File: src/rtl/mfp_usart_tx.sv
// -----------------------------------------------------------------------------
// mfp_usart_tx
//   Transmitter half of the MFP68901 USART. Bytes written to UDR are held in a
//   one-deep buffer, then serialised as asynchronous frames: a start bit, 5-8
//   data bits LSB first, an optional parity bit, and 1, 1.5 or 2 stop bits.
//   The bit rate comes from timer D's T_O output on TC_I. That clock is either
//   used directly or divided by DIV.
//
// Parameters
//   DIV       bit-clock divisor used when UCR_I[7]=1 (power of two, 2..16)
//
// Ports
//   XCLK_I    in   1  clock (MFP timer clock)
//   RST       in   1  synchronous, active-high reset
//   TC_I      in   1  transmit clock level from timer D, asynchronous
//   UCR_I     in   8  [7] div-by-DIV, [6:5] word length (00=8 .. 11=5),
//                     [4:3] stop bits (0x=1, 10=1.5, 11=2), [2] parity enable,
//                     [1] even parity
//   TX_EN_I   in   1  transmitter enable
//   BRK_I     in   1  send break: forces SO low while idle, holds off transfers
//   UDR_WE    in   1  one-cycle write strobe for UDR_I
//   UDR_I     in   8  data byte
//   SO        out  1  serial output, idle high
//   BE        out  1  buffer empty, UDR may be written
//   BE_PULSE  out  1  one-cycle pulse when the buffer is moved to the shifter
//   END_O     out  1  one-cycle pulse when a frame ends with nothing pending
// -----------------------------------------------------------------------------
module mfp_usart_tx #(
  parameter int unsigned DIV = 16
) (
  input  logic       XCLK_I,
  input  logic       RST,
  input  logic       TC_I,
  input  logic [7:0] UCR_I,
  input  logic       TX_EN_I,
  input  logic       BRK_I,
  input  logic       UDR_WE,
  input  logic [7:0] UDR_I,
  output logic       SO,
  output logic       BE,
  output logic       BE_PULSE,
  output logic       END_O
);

  localparam int unsigned PW = (DIV > 2) ? $clog2(DIV) : 1;
  localparam logic [PW-1:0] PRE_MAX  = PW'(DIV - 1);
  localparam logic [PW-1:0] PRE_HALF = PW'(DIV / 2 - 1);

  typedef enum logic [2:0] {
    S_IDLE,
    S_START,
    S_DATA,
    S_PARITY,
    S_STOP
  } state_t;

  // Transmit clock synchroniser and edge detector.
  logic tc_s1_q, tc_s1_d;
  logic tc_s2_q, tc_s2_d;
  logic tc_s3_q, tc_s3_d;
  logic tc_edge_q, tc_edge_d;

  // Frame sequencing.
  state_t        state_q, state_d;
  logic [PW-1:0] pre_q, pre_d;
  logic [7:0]    shreg_q, shreg_d;
  logic [2:0]    bitcnt_q, bitcnt_d;
  logic          stop_cnt_q, stop_cnt_d;

  // Frame format latched at reload. The parity bit is also latched at reload.
  logic       pe_q, pe_d;
  logic       par_q, par_d;
  logic [1:0] stop_q, stop_d;
  logic       div_q, div_d;

  // Buffer and registered outputs.
  logic [7:0] udr_q, udr_d;
  logic       be_q, be_d;
  logic       be_pulse_q, be_pulse_d;
  logic       end_q, end_d;
  logic       so_q, so_d;

  logic       bit_tick;
  logic       half_tick;
  logic       stop_done;
  logic       can_load;
  logic       do_load;
  logic [7:0] wl_mask;
  logic       wl_parity;
  logic       ucr_unused;

  assign ucr_unused = UCR_I[0];

  // In divided mode one bit lasts DIV tc_edges. half_tick marks the midpoint
  // of a bit. It is used only to end a 1.5-stop frame.
  assign bit_tick  = tc_edge_q & (~div_q | (pre_q == PRE_MAX));
  assign half_tick = tc_edge_q & div_q & (pre_q == PRE_HALF);

  // 1.5 stop bits are only possible when divided. Undivided, they become 2.
  always_comb begin
    if (stop_q == 2'b10 && div_q) begin
      stop_done = half_tick & stop_cnt_q;
    end else if (stop_q[1]) begin
      stop_done = bit_tick & stop_cnt_q;
    end else begin
      stop_done = bit_tick;
    end
  end

  assign can_load  = TX_EN_I & ~be_q & ~BRK_I;

  // Parity covers only the configured word length. Unused high bits are masked.
  assign wl_mask   = 8'hFF >> UCR_I[6:5];
  assign wl_parity = ^(udr_q & wl_mask);

  always_comb begin
    // NOTE: every *_d first takes its hold value, so each path through this
    // block assigns every signal and no latch can be inferred.
    tc_s1_d    = TC_I;
    tc_s2_d    = tc_s1_q;
    tc_s3_d    = tc_s2_q;
    tc_edge_d  = tc_s2_q & ~tc_s3_q;
    state_d    = state_q;
    pre_d      = pre_q;
    shreg_d    = shreg_q;
    bitcnt_d   = bitcnt_q;
    stop_cnt_d = stop_cnt_q;
    pe_d       = pe_q;
    par_d      = par_q;
    stop_d     = stop_q;
    div_d      = div_q;
    udr_d      = udr_q;
    be_d       = be_q;
    be_pulse_d = 1'b0;
    end_d      = 1'b0;
    so_d       = so_q;
    do_load    = 1'b0;

    // The prescaler runs freely through the frame so that bit boundaries fall
    // every DIV tc_edges. It restarts at every reload.
    if (state_q != S_IDLE && div_q && tc_edge_q) begin
      pre_d = pre_q + 1'b1;
    end

    unique case (state_q)
      S_IDLE: begin
        pre_d   = '0;
        do_load = can_load;
      end
      S_START: begin
        if (bit_tick) begin
          state_d = S_DATA;
        end
      end
      S_DATA: begin
        if (bit_tick) begin
          if (bitcnt_q == 3'd0) begin
            state_d    = pe_q ? S_PARITY : S_STOP;
            stop_cnt_d = 1'b0;
          end else begin
            shreg_d  = {1'b0, shreg_q[7:1]};
            bitcnt_d = bitcnt_q - 3'd1;
          end
        end
      end
      S_PARITY: begin
        if (bit_tick) begin
          state_d    = S_STOP;
          stop_cnt_d = 1'b0;
        end
      end
      S_STOP: begin
        if (bit_tick) begin
          stop_cnt_d = 1'b1;
        end
        if (stop_done) begin
          if (can_load) begin
            do_load = 1'b1;
          end else begin
            state_d = S_IDLE;
            end_d   = 1'b1;
          end
        end
      end
      default: state_d = S_IDLE;
    endcase

    // Reload is shared by IDLE and by the end of STOP (back-to-back frames).
    if (do_load) begin
      state_d    = S_START;
      shreg_d    = udr_q;
      bitcnt_d   = 3'd7 - {1'b0, UCR_I[6:5]};
      pre_d      = '0;
      pe_d       = UCR_I[2];
      par_d      = UCR_I[1] ? wl_parity : ~wl_parity;
      stop_d     = UCR_I[4:3];
      div_d      = UCR_I[7];
      be_d       = 1'b1;
      be_pulse_d = 1'b1;
    end

    // A write always wins over the reload's BE set. The byte that was just
    // moved to the shifter is the old one, so nothing is lost.
    if (UDR_WE) begin
      udr_d = UDR_I;
      be_d  = 1'b0;
    end

    // SO is registered. It follows the state being entered.
    unique case (state_d)
      S_IDLE:   so_d = ~BRK_I;
      S_START:  so_d = 1'b0;
      S_DATA:   so_d = shreg_d[0];
      S_PARITY: so_d = par_q;
      S_STOP:   so_d = 1'b1;
      default:  so_d = 1'b1;
    endcase
  end

  always_ff @(posedge XCLK_I) begin
    if (RST) begin
      // NOTE: the data path (buffer, shifter, latched format) is reset along
      // with the control state. A pending byte is discarded, and nothing stale
      // can reach SO after reset.
      tc_s1_q    <= 1'b0;
      tc_s2_q    <= 1'b0;
      tc_s3_q    <= 1'b0;
      tc_edge_q  <= 1'b0;
      state_q    <= S_IDLE;
      pre_q      <= '0;
      shreg_q    <= '0;
      bitcnt_q   <= '0;
      stop_cnt_q <= 1'b0;
      pe_q       <= 1'b0;
      par_q      <= 1'b0;
      stop_q     <= '0;
      div_q      <= 1'b0;
      udr_q      <= '0;
      be_q       <= 1'b1;
      be_pulse_q <= 1'b0;
      end_q      <= 1'b0;
      so_q       <= 1'b1;
    end else begin
      // NOTE: non-blocking assignments update all flops together at the edge.
      // Their order inside this block therefore has no effect.
      tc_s1_q    <= tc_s1_d;
      tc_s2_q    <= tc_s2_d;
      tc_s3_q    <= tc_s3_d;
      tc_edge_q  <= tc_edge_d;
      state_q    <= state_d;
      pre_q      <= pre_d;
      shreg_q    <= shreg_d;
      bitcnt_q   <= bitcnt_d;
      stop_cnt_q <= stop_cnt_d;
      pe_q       <= pe_d;
      par_q      <= par_d;
      stop_q     <= stop_d;
      div_q      <= div_d;
      udr_q      <= udr_d;
      be_q       <= be_d;
      be_pulse_q <= be_pulse_d;
      end_q      <= end_d;
      so_q       <= so_d;
    end
  end

  assign SO       = so_q;
  assign BE       = be_q;
  assign BE_PULSE = be_pulse_q;
  assign END_O    = end_q;

endmodule
File: config.mk
export PLATFORM = sky130hd
export DESIGN_NAME = mfp_usart_tx
export DESIGN_NICKNAME = d
export VERILOG_FILES = /design/src/rtl/mfp_usart_tx.sv
export SDC_FILE = /design/constraint.sdc
export NUM_CORES = 1
export LEC_CHECK = 0
export CORE_MARGIN = 2
export CORE_UTILIZATION = 25
export CTS_BUF_LIST = sky130_fd_sc_hd__clkbuf_8
export DETAILED_ROUTE_END_ITERATION = 7
export PLACE_DENSITY_LB_ADDON = 0.3
export SYNTH_ARGS = -nofsm -noshare
export SYNTH_HDL_FRONTEND = slang
export SYNTH_SLANG_ARGS = --single-unit
export TNS_END_PERCENT = 20
File: constraint.sdc
create_clock -name XCLK_I -period 6.97 [get_ports XCLK_I]
set_clock_uncertainty 0.2 [all_clocks]
set_input_delay 1.394 -clock XCLK_I [delete_from_list [all_inputs] [get_ports XCLK_I]]
set_output_delay 1.394 -clock XCLK_I [all_outputs]
set_load 0.02 [all_outputs]
==> results.tsv <==
metric	value	unit
die_area	0.00824	sq mm
required	7000	ps
status	complete, no violations	
rsz0062_at_grt	no	
postCtsHoldBufs	0	
setup_viol_count_final	0	
met3_length	120	um
grt_pass1_wl	6.25	mm
seq_area	801	sq um
port_buffers	24	
ir_drop	0.115	mV
routedWlPerCell	11.5	um
clock_path_buffers	2	
ys.flop_type	dfxtp_1	
synthesis.nets	217	
nets	240	
netlist_instances	192	
dr_wl_met2	1.59	mm
final-hold-violation-count	0	
internal_power	0.336	mW
tns	0	ps
grt-ovfl-total	0	
synth_edf_count	0	
multi_input_area	986	sq um
muxShareOfSynthArea	12.9	%
yosysWarningCount	0	
ant_nets	0	
yosysUniqueCellTypes	39	
switchingPower	0.114	mW
dpl.hpwl	2.54	mm
antenna_found_initial	0	
path_max_fanout	20	
die_h	90.8	um
critPathCaptureType	flip-flop	
start_util	25.9	%
path_cells	clkdlybuf4s50_1, or3b_2, a2111oi_4, buf_4, mux2_2, nor2_1	
synth-simple-area-share	18.4	%
power.leakage	0.841	nW
synth_compound_area_share	13.0	%
cts.clk_slew.worst_paths	80	ps
design.core.area	0.00725	sq mm
relSlewSlack	53.6	%
cts-resized-gates	0	
gp_congestion	0.721	
track_usage	9.40	%
clock-root-buffer	clkbuf_8	
h-tree-depth	2	
viasPerCell	4.24	
netlist_area	0.00188	sq mm
synthAdderAreaFrac	1.99	%
insertedDiodeCount	0	
area_growth	21.5	%
synthArstFlopShare	0	%
top_layer	met4	
wirelength_met1	1.84	mm
arrival	3610	ps
cts_tree	done	
start_kind	input pin	
crit_type	input pin to flip-flop	
io_pins	26	
die_x	90.8	um
hold_path_class	flip-flop to flip-flop	
synth_seq_cells	40	
final_layout_size_suffix_gt1_share	13.0	%
grt_max_degree	35	
hold_start	tc_s3_q	
maxSlewViolCount	0	
vias	1331	
period_share	51.4	%
period_minus_slack	3580	ps
clockPowerShare	33.6	%
synth_top_family_by_area	simple AND/OR/NAND/NOR gates	
cts_setup_buffers	0	
drt-initial-drc-count	56	
max_freq	279	MHz
fill_cells	783	
power_frac_comb	12.4	%
switching_share	25.3	%
p_per_area	196	mW/mm^2
grt_pass1_vias	1277	
cts_made_buffers	5	
clkLatencyLatePin	290	ps
worstMarginPinSlew	694	ps
core.rowCount	31	
routed_wl	3.60	mm
synth-seq-area-share	42.6	%
crit_path_start	TX_EN_I	
r2r_start	pre_q[0]	
cts_sinks	40	
dr.pass1.iters	4	
cpMaxStageDelayCell	or3b_2	
cpPeakStageDelay	490	ps
post_synth.cell_area_avg	9.80	sq um
drc	0	
cap_violations	0	
seqPwrFrac	54.1	%
synth_xor_area_share	6.05	%
utilization	31.5	%
-- cell families after synthesis --
kind of cell,after synthesis
AO/OA/AOI/OAI,24
buffers and inverters,20
AND/OR/NAND/NOR,68
adder cells (fa/ha/maj),3
XOR/XNOR,13
flip-flops,40
multiplexers,24
-- worst max-delay path, delay by kind of cell --
kind | cells | cell delay, ps
AND/OR/NAND/NOR | 2 | 570
multiplexers | 1 | 370
AO/OA/AOI/OAI | 1 | 470
buffers and inverters | 2 | 810
-- registers in the layout, indices dropped and copies added (netlist names), 2 cells and up --
signal	count
udr_q	8
shreg_q	8
pre_q	4
stop_q	2
state_q	3
bitcnt_q	3
-- worst paths after layout --
path	to	slack [ps]	depth (start not counted)
max	bitcnt_q[1]	3390	6
min	tc_edge_q	180	1
max reg2reg	SO	4190	7
min reg2reg	tc_edge_q	180	1
-- layout by cell type (no fill, tap or decap), types with 2 or more instances in the layout --
cell | Yosys | routed
a211oi_2 | 8 | 8
a21oi_1 | 3 | 3
a21oi_2 | 2 | 2
buf_4 | 0 | 2
clkbuf_8 | 0 | 5
clkdlybuf4s50_1 | 0 | 24
dfxtp_1 | 40 | 40
ha_1 | 3 | 3
inv_1 | 9 | 9
mux2_2 | 2 | 2
mux2i_1 | 22 | 22
nand2_1 | 5 | 5
nand2b_1 | 2 | 2
nand3_1 | 2 | 2
nand4_1 | 3 | 3
nor2_1 | 29 | 29
nor2b_1 | 15 | 15
nor3_1 | 4 | 4
o21ai_0 | 2 | 2
or3b_2 | 2 | 2
xnor2_1 | 11 | 11
xor2_1 | 2 | 2
-- routing by layer --
metal | up-vias | track usage, %
met5 | - | 0
met4 | 0 | 3.46
met3 | 4 | 2.67
met2 | 22 | 14.6
met1 | 611 | 12.4
li1 | 694 | -
-- power groups by stage --
stage	Combinational, mW	Sequential [mW]	Clock (mW)
2_1_floorplan	0.0366	0.247	0
3_3_place_gp	0.0560	0.248	0
3_5_place_dp	0.0566	0.248	0
4_1_cts	0.0567	0.243	0.156
5_1_grt	0.0618	0.244	0.165
6_report	0.0556	0.243	0.151
-- area by class of cell --
class | count | area share, %
timing repair buffer | 26 | 11.2
sequential | 40 | 35.0
tap | 99 | 5.42
clock inverter | 2 | 0.547
multi-input combinational | 132 | 43.1
inverter | 10 | 1.75
clock buffer | 5 | 3.01
-- cells in the mapped netlist, types with 3 or more instances --
| master | count | share of area (%) |
|---|---|---|
| nand4_1 | 3 | 1.0 |
| a21oi_1 | 3 | 0.80 |
| nor2_1 | 29 | 5.8 |
| a211oi_2 | 8 | 5.3 |
| ha_1 | 3 | 2.0 |
| nand2_1 | 5 | 1.0 |
| xnor2_1 | 11 | 5.1 |
| mux2i_1 | 22 | 12 |
| inv_1 | 9 | 1.8 |
| nor3_1 | 4 | 1.1 |
| dfxtp_1 | 40 | 43 |
| clkbuf_1 | 5 | 1.0 |
| nor2b_1 | 15 | 5.0 |
-- through the flow --
stage | instance area, sq um | cells | hold WS, ps | setup slack, ps | power, mW
finish | 2290 | 314 | 184 | 3390 | 0.449
global route | 2290 | 314 | 197 | 3300 | 0.471
CTS | 2290 | 314 | 185 | 3370 | 0.455
detailed placement | 2210 | 307 | 174 | 3080 | 0.305
global placement | 2210 | 307 | 172 | 3090 | 0.304
floorplan | 1880 | 192 | 167 | 3930 | 0.284
Note: power is estimated with default switching activity, not from simulation.
